--- src/rtl/fetch_unit.sv ---
// rtl/fetch_unit.sv - Y86-64 style fetch stage with decode, PC steering and halt/error FSM
//
// Purpose: decodes the ten instruction bytes presented at pc_o, registers the
// decoded fields one cycle later and steers the PC (sequential, jump/call
// target, redirect). Returns park the unit in WAIT_RET until a redirect.
//
// Ports:
//   clk_i          clock, all state updates on rising edge
//   rst_i          synchronous active-high reset (overrides everything)
//   stall_i        hold PC, state and all registered outputs
//   redirect_i     load redirect_pc_i and resume in RUN (overrides stall_i)
//   redirect_pc_i  corrected fetch address
//   instr_i        ten bytes at pc_o, byte k = instr_i[8k+7:8k]
//   imem_error_i   pc_o outside memory
//   pc_o           fetch address (PC register)
//   icode_o, ifun_o, rA_o, rB_o, valC_o, valP_o   registered decoded fields
//   valid_o        registered fields hold a real instruction
//   stat_o         0 AOK, 1 HLT, 2 ADR, 3 INS
//   halted_o       high while in HALT or ERR

module fetch_unit #(
   parameter logic [63:0] RESET_PC = 64'h0
) (
   input  logic        clk_i,
   input  logic        rst_i,
   input  logic        stall_i,
   input  logic        redirect_i,
   input  logic [63:0] redirect_pc_i,
   input  logic [79:0] instr_i,
   input  logic        imem_error_i,
   output logic [63:0] pc_o,
   output logic [3:0]  icode_o,
   output logic [3:0]  ifun_o,
   output logic [3:0]  rA_o,
   output logic [3:0]  rB_o,
   output logic [63:0] valC_o,
   output logic [63:0] valP_o,
   output logic        valid_o,
   output logic [1:0]  stat_o,
   output logic        halted_o
);

   typedef enum logic [1:0] {S_RUN, S_WAIT_RET, S_HALT, S_ERR} state_t;

   localparam logic [1:0] STAT_AOK = 2'd0;
   localparam logic [1:0] STAT_HLT = 2'd1;
   localparam logic [1:0] STAT_ADR = 2'd2;
   localparam logic [1:0] STAT_INS = 2'd3;

   state_t      r_state;
   logic [63:0] r_pc;
   logic [3:0]  r_icode, r_ifun, r_ra, r_rb;
   logic [63:0] r_valc, r_valp;
   logic        r_valid;
   logic [1:0]  r_stat;

   // combinational decode of the bytes at r_pc
   logic [3:0]  w_icode, w_ifun, w_ra, w_rb, w_len;
   logic        w_need_regids, w_need_valc, w_invalid;
   logic [63:0] w_valc, w_valp;

   // next-state values
   state_t      w_nxt_state;
   logic [63:0] w_nxt_pc, w_nxt_valc, w_nxt_valp;
   logic [3:0]  w_nxt_icode, w_nxt_ifun, w_nxt_ra, w_nxt_rb;
   logic        w_nxt_valid;
   logic [1:0]  w_nxt_stat;

   always_comb begin
      w_icode       = instr_i[7:4];
      w_ifun        = instr_i[3:0];
      w_need_regids = 1'b0;
      w_need_valc   = 1'b0;
      w_len         = 4'd1;
      case (w_icode)
         4'h2, 4'h6, 4'hA, 4'hB: begin
            w_need_regids = 1'b1;
            w_len         = 4'd2;
         end
         4'h3, 4'h4, 4'h5: begin
            w_need_regids = 1'b1;
            w_need_valc   = 1'b1;
            w_len         = 4'd10;
         end
         4'h7, 4'h8: begin
            w_need_valc = 1'b1;
            w_len       = 4'd9;
         end
         default: ;
      endcase
      // icodes C..F are undefined; they keep the default length of 1
      w_invalid = w_icode[3] & w_icode[2];
      w_ra      = w_need_regids ? instr_i[15:12] : 4'hF;
      w_rb      = w_need_regids ? instr_i[11:8]  : 4'hF;
      // the constant follows the regid byte when one is present
      if (!w_need_valc)
         w_valc = 64'h0;
      else if (w_need_regids)
         w_valc = instr_i[79:16];
      else
         w_valc = instr_i[71:8];
      w_valp = r_pc + {60'h0, w_len};
   end

   always_comb begin
      w_nxt_state = r_state;
      w_nxt_pc    = r_pc;
      w_nxt_icode = r_icode;
      w_nxt_ifun  = r_ifun;
      w_nxt_ra    = r_ra;
      w_nxt_rb    = r_rb;
      w_nxt_valc  = r_valc;
      w_nxt_valp  = r_valp;
      w_nxt_valid = r_valid;
      w_nxt_stat  = r_stat;
      if (redirect_i) begin
         w_nxt_state = S_RUN;
         w_nxt_pc    = redirect_pc_i;
         w_nxt_valid = 1'b0;
         w_nxt_stat  = STAT_AOK;
      end else if (!stall_i) begin
         case (r_state)
            S_RUN: begin
               w_nxt_icode = w_icode;
               w_nxt_ifun  = w_ifun;
               w_nxt_ra    = w_ra;
               w_nxt_rb    = w_rb;
               w_nxt_valc  = w_valc;
               w_nxt_valp  = w_valp;
               w_nxt_valid = 1'b1;
               w_nxt_stat  = STAT_AOK;
               w_nxt_pc    = w_valp;
               // address error outranks illegal opcode and halt
               if (imem_error_i) begin
                  w_nxt_stat  = STAT_ADR;
                  w_nxt_state = S_ERR;
                  w_nxt_pc    = r_pc;
               end else if (w_invalid) begin
                  w_nxt_stat  = STAT_INS;
                  w_nxt_state = S_ERR;
                  w_nxt_pc    = r_pc;
               end else if (w_icode == 4'h0) begin
                  w_nxt_stat  = STAT_HLT;
                  w_nxt_state = S_HALT;
                  w_nxt_pc    = r_pc;
               end else if (w_icode == 4'h9) begin
                  // return target is unknown until the redirect arrives
                  w_nxt_state = S_WAIT_RET;
               end else if (w_icode == 4'h7 || w_icode == 4'h8) begin
                  // jumps are predicted taken, calls always go to valC
                  w_nxt_pc = w_valc;
               end
            end
            default: begin
               w_nxt_valid = 1'b0;
            end
         endcase
      end
   end

   always_ff @(posedge clk_i) begin
      if (rst_i) begin
         r_state <= S_RUN;
         r_pc    <= RESET_PC;
         r_icode <= 4'h0;
         r_ifun  <= 4'h0;
         r_ra    <= 4'h0;
         r_rb    <= 4'h0;
         r_valc  <= 64'h0;
         r_valp  <= 64'h0;
         r_valid <= 1'b0;
         r_stat  <= STAT_AOK;
      end else begin
         r_state <= w_nxt_state;
         r_pc    <= w_nxt_pc;
         r_icode <= w_nxt_icode;
         r_ifun  <= w_nxt_ifun;
         r_ra    <= w_nxt_ra;
         r_rb    <= w_nxt_rb;
         r_valc  <= w_nxt_valc;
         r_valp  <= w_nxt_valp;
         r_valid <= w_nxt_valid;
         r_stat  <= w_nxt_stat;
      end
   end

   assign pc_o     = r_pc;
   assign icode_o  = r_icode;
   assign ifun_o   = r_ifun;
   assign rA_o     = r_ra;
   assign rB_o     = r_rb;
   assign valC_o   = r_valc;
   assign valP_o   = r_valp;
   assign valid_o  = r_valid;
   assign stat_o   = r_stat;
   assign halted_o = (r_state == S_HALT) || (r_state == S_ERR);

endmodule

--- config.mk ---
export PLATFORM = sky130hd
export DESIGN_NAME = fetch_unit
export DESIGN_NICKNAME = d
export VERILOG_FILES = /design/src/rtl/fetch_unit.sv
export SDC_FILE = /design/constraint.sdc
export NUM_CORES = 1
export LEC_CHECK = 0
export BUFFER_PORTS_ARGS = -buffer_cell sky130_fd_sc_hd__buf_4
export CORE_MARGIN = 2
export CORE_UTILIZATION = 50
export DETAILED_ROUTE_END_ITERATION = 8
export PLACE_DENSITY = 0.79
export SYNTH_ARGS = -nofsm -noshare
export SYNTH_HDL_FRONTEND = slang
export SYNTH_SLANG_ARGS = --single-unit
--- constraint.sdc ---
create_clock -name clk_i -period 4.5 [get_ports clk_i]
set_input_delay 0.675 -clock clk_i [delete_from_list [all_inputs] [get_ports clk_i]]
set_output_delay 0.675 -clock clk_i [all_outputs]
set_load 0.005 [all_outputs]
# Yosys cells after proc, flatten, opt, wreduce, memory -nomap -nowiden

Index checks and enable logic that the tools add are counted.

Register bits after elaboration: 213
Word-level logic and storage cells: 69

Mux-type cells: 23
Reductions and logical operators: 16
Bitwise gates (word level): 3
Eq/ne operators: 16
$add $sub $neg: 1

Operator list:

| operator                                                                 | count |
|---|---|
| 64-bit 2-to-1 mux                                                        | 10 |
| 64-bit by 4-bit adder with 64-bit output                                 | 1 |
| 4-bit by 3-bit equality test with 1-bit output (second input constant)   | 4 |
| 4-bit equality test (second input constant)                              | 4 |
| 2-bit 2-to-1 mux                                                         | 6 |
| 4-bit one-hot mux with 3 select lines                                    | 1 |
| 4-bit by 2-bit equality test with 1-bit output (second input constant)   | 2 |
| 4-bit 2-to-1 mux                                                         | 2 |
| 7-bit OR reduction                                                       | 1 |
| 2-bit inequality test (second input constant)                            | 3 |
| 3-bit AND reduction                                                      | 2 |
| 5-bit AND reduction                                                      | 1 |
| 5-bit OR reduction                                                       | 1 |
| 2-bit equality test (second input constant)                              | 2 |
| 4-bit logical NOT                                                        | 1 |
| 1-bit 2-to-1 mux                                                         | 4 |
| 4-bit nonzero test                                                       | 1 |
| 2-bit OR reduction                                                       | 2 |
| 4-bit OR reduction                                                       | 1 |
| 3-bit OR reduction                                                       | 1 |
| 2-bit logical NOT                                                        | 1 |
| 1-bit logical OR                                                         | 2 |
| 2-bit by 1-bit inequality test with 1-bit output (second input constant) | 1 |
| 1-bit inverter                                                           | 2 |
| other kinds (3)                                                          | 3 |

# Depth between registers and ports, before layout

Depth after elaboration: 13
Gate-level depth with buffers: 15
Depth with buffers taken out: 10

# Worst setup path after synthesis

OpenSTA, ideal clock, no wires.

Path type: input port to flip-flop
From: input instr_i[6]
To: register r_valp[32] (netlist: valP_o[32])
Data arrival time: 4.119 ns
Stages: 13
Path slack: 0.290 ns
Path through: clkbuf_1 mux2i_1 clkbuf_1 clkbuf_1 clkbuf_1 ha_1 fa_1 a31oi_1 clkbuf_1 nor4_2 nand2_1 or2_2 a311oi_1

Cells in the longest elaborated chain, start to end: 4

RTL lines:

| what                                                                         | RTL line | RTL |
|---|---|---|
| start, declared                                                              | 29       | `input logic [79:0] instr_i,` |
| 4-bit by 2-bit equality test with 1-bit output, or another cell as far along | 75       | `case (w_icode)` |
| 4-bit OR reduction, or another cell as far along                             | n/a      |  |
| 4-bit one-hot mux with 3 select lines (*)                                    | 75       |  |
| 64-bit by 4-bit adder with 64-bit output (*)                                 | 102      | `w_valp = r_pc + {60'h0, w_len};` |
| end signal, assigned                                                         | 181      | `r_valp <= w_nxt_valp;` |
| end, declared                                                                | 53       | `logic [63:0] r_valc, r_valp;` |

Mark *: on every way between the ends. The rest lies on a longest branch, timed or not.
A chain may end at the register's enable or synchronous reset.

# Final worst setup path

Same ends and word-level chain as after synthesis.

==> impl_metrics.ini <==
[clock_network]
root_buffer = clkbuf_16
ctsHoldBuffers = 0
insertion_delay_ps = 520
postCtsSetupBuffers = 0
ctsResizeCount = 0
clk_pin_slew_ps = 60
cts_buffers = 24
clock_path_buffers = 3
htreeDepth = 1
numClockSinks = 213
cts_tree = done

[critical_path]
required_ps = 4910
cp-end-kind = flop
worstSetupStartpointType = primary input
r2r_cells = 6
r2r_end = valP_o[32]$_SDFFE_PP0P_
r2r_slack_ps = 1290
crit_fanout = 12
crit_chain = buf_4 > nor2b_1 > a21oi_1 > o21bai_1 > ha_1 > a31oi_1 > nor4_2 > nand2_1 > or2_2 > a311oi_1
crit_type = in -> reg
crit_arrival_ps = 3920
slowest_delay_ps = 1060
r2r-start = pc_o[4]$_SDFFE_PP0P_
cpMaxStageDelayCell = nor4_2

[yosys]
yosys_most_used_dff = dfxtp_1
netlist_area_sq_um = 10800
synth_edf_count = 0
syn-mean-instance-area_sq_um = 8.45
yosys_warnings = 0
ys_seq_elements = 213
syn_inst = 1278
syn_nets = 1431
async_flop_share_pct = 0
synth_cell_types = 63
synth-seq-area-share_pct = 39.5

[placed_design]
post_dp_cell_area_sq_um = 13600
io_buffers = 360
gp_congestion = 0.973
dp_hpwl_mm = 31.0

[final_layout]
final_area_sq_um = 14400
final_common_cell = buf_4
final_cell_mix = buf_4, dfxtp_1, nor2_1
drive_gt1_share_pct = 28.4
fill_cells = 1761
nets = 1730
multi_input_area_sq_um = 6030
seq_area_sq_um = 4260
syn2layout_area_growth_pct = 33.4

[hold_path]
hold_end = pc_o[2]$_SDFFE_PP0P_
hold_class = in -> reg
hold-path-cell-count = 2
hp-start = redirect_pc_i[2]

[pwr]
p_per_area_nw_per_um2 = 353
p_leak_nw = 6.04
peakVddDrop_mv = 0.295

[sta]
fmax_mhz = 285
fin_crit_sh_pct = 78.0
hold_viol_final = 0
tightest_slew_ps = 1320
fin_crit_ps = 3510
slew_headroom_pct = 11.4
rsz0062_at_grt = false
slew_viol_final = 0
finalSetupViolations = 0
tns_ps = 0
finClkSkew_ps = 16.7

[floorplan]
dieHeight_microns = 151
fp.coreArea_sq_um = 21100
ios = 361
rows = 53
dieArea_sq_um = 22800
die_x_microns = 151
start_util_pct = 51.2

[outcome]
run_status = finished, final reports clean

[global_route]
busiest_layer = met2
grt_pass1_wl_mm = 63.7
grt_pass1_vias = 11000
gr-total-overflow = 0
grt_max_degree = 95
antenna_found_initial = 1
use_met3_pct = 10.2
grt_use_total_pct = 36.3
gr-usage-met1_pct = 48.6
grt.met2_usage_pct = 56.3

[run]
cap_violations = 0

[routing]
drt_wl_total_mm = 42.7
routed_via_density = 6.17
wl_per_cell_microns = 22.8
drc_errors = 0
vias = 11500
final_antenna_net_count = 0
drt-pass1-iter-count = 5
drtIter0Drc = 1034
## layout make-up
type                    count  area share, %
multi-input cells         938           41.8
flip-flops and latches    213           29.6
repair buffers            379           19.8
clock buffers              37           5.07
well taps                 275           2.39
clock inverters             6          0.729
inverters                  21          0.547
diodes                      3         0.0521
## worst max-delay path: cells and delay by family
kind,cells,cell delay [ps]
and+or+nand+nor,4,1810
adders and majority gates,1,270
buffers and inverters,1,170
AOI/OAI and AO/OA,4,980
## through the flow
stage | hold WS [ps] | setup slack [ps] | utilization, % | std cells | power [mW]
floorplan | 448 | 290 | - | 1278 | 2.57
global placement | 444 | 698 | 64.3 | 1826 | 3.00
detailed placement | 449 | 600 | 64.3 | 1826 | 3.02
CTS | 375 | 1140 | 68.3 | 1869 | 5.07
global route | 384 | 786 | 68.3 | 1869 | 5.24
finish | 383 | 991 | 68.3 | 1872 | 5.08
## cell families after synthesis
kind of cell / synth area share, %
buffers and inverters: 5.04
DFF: 39.5
muxes: 9.06
AOI/OAI and AO/OA: 21.8
xor gates and xnor gates: 4.95
and+or+nand+nor: 19.2
adders and majority gates: 0.533
## layer usage
metal	part of all wire (%)	vias up	routed length, microns
met5	0	-	0
met4	3.6	0	1540
met3	12	100	5150
met2	44	720	19000
met1	40	5463	17000
li1	-	5263	-
## synth_stat cells (5+ instances only)
| library cell | count | area share, % |
|---|---|---|
| a31oi_1 | 7 | 0.41 |
| mux2_2 | 6 | 0.63 |
| a21oi_1 | 58 | 2.7 |
| nor3_1 | 40 | 1.9 |
| xor2_1 | 19 | 1.5 |
| xnor2_1 | 42 | 3.4 |
| a211oi_1 | 76 | 5.3 |
| dfxtp_1 | 213 | 39 |
| and4_1 | 7 | 0.57 |
| or3_1 | 5 | 0.29 |
| mux2i_1 | 91 | 8.4 |
| nand3_1 | 21 | 0.97 |
| nand4_1 | 24 | 1.4 |
| nand2b_1 | 8 | 0.46 |
| o22ai_1 | 34 | 2.0 |
| o21ai_0 | 42 | 1.9 |
| inv_1 | 20 | 0.69 |
| a2bb2oi_1 | 60 | 4.9 |
| nor4_1 | 9 | 0.52 |
| nand2_1 | 109 | 3.8 |
| clkbuf_1 | 90 | 3.1 |
| o32ai_1 | 10 | 0.81 |
| o211ai_1 | 10 | 0.69 |
| and3_1 | 8 | 0.46 |
| a221oi_1 | 12 | 0.97 |
| nor2_1 | 186 | 6.5 |
| buf_1 | 5 | 0.17 |
## registers in the layout (all words and copies together) (netlist names)
name,count
valid_o,1
rA_o,4
valP_o,64
valC_o,64
rB_o,4
pc_o,64
stat_o,2
icode_o,4
ifun_o,4
r_state,2
## worst max path at each step
| stage | startpoint | to | slack, ps | cells after the start |
|---|---|---|---|---|
| after floorplan | instr_i[6] | valP_o[32]$_SDFFE_PP0P_ | 290 | 13 |
| after global placement | instr_i[6] | valP_o[32]$_SDFFE_PP0P_ | 700 | 10 |
| after detailed placement | instr_i[6] | valP_o[32]$_SDFFE_PP0P_ | 600 | 10 |
| after CTS | instr_i[6] | valP_o[32]$_SDFFE_PP0P_ | 1140 | 10 |
| after global routing | instr_i[6] | valP_o[32]$_SDFFE_PP0P_ | 790 | 10 |
| final | instr_i[6] | valP_o[32]$_SDFFE_PP0P_ | 990 | 10 |
## where the power goes
| group | switching [mW] | total (mW) | leakage [nW] | internal, mW |
|---|---|---|---|---|
| registers | 0.111 | 2.10 | 1.74 | 1.99 |
| logic | 0.476 | 0.898 | 3.88 | 0.422 |
| clock network | 0.800 | 2.08 | 0.412 | 1.28 |
| total | 1.39 | 5.08 | 6.04 | 3.70 |
Power figures use the tool's default switching activity.
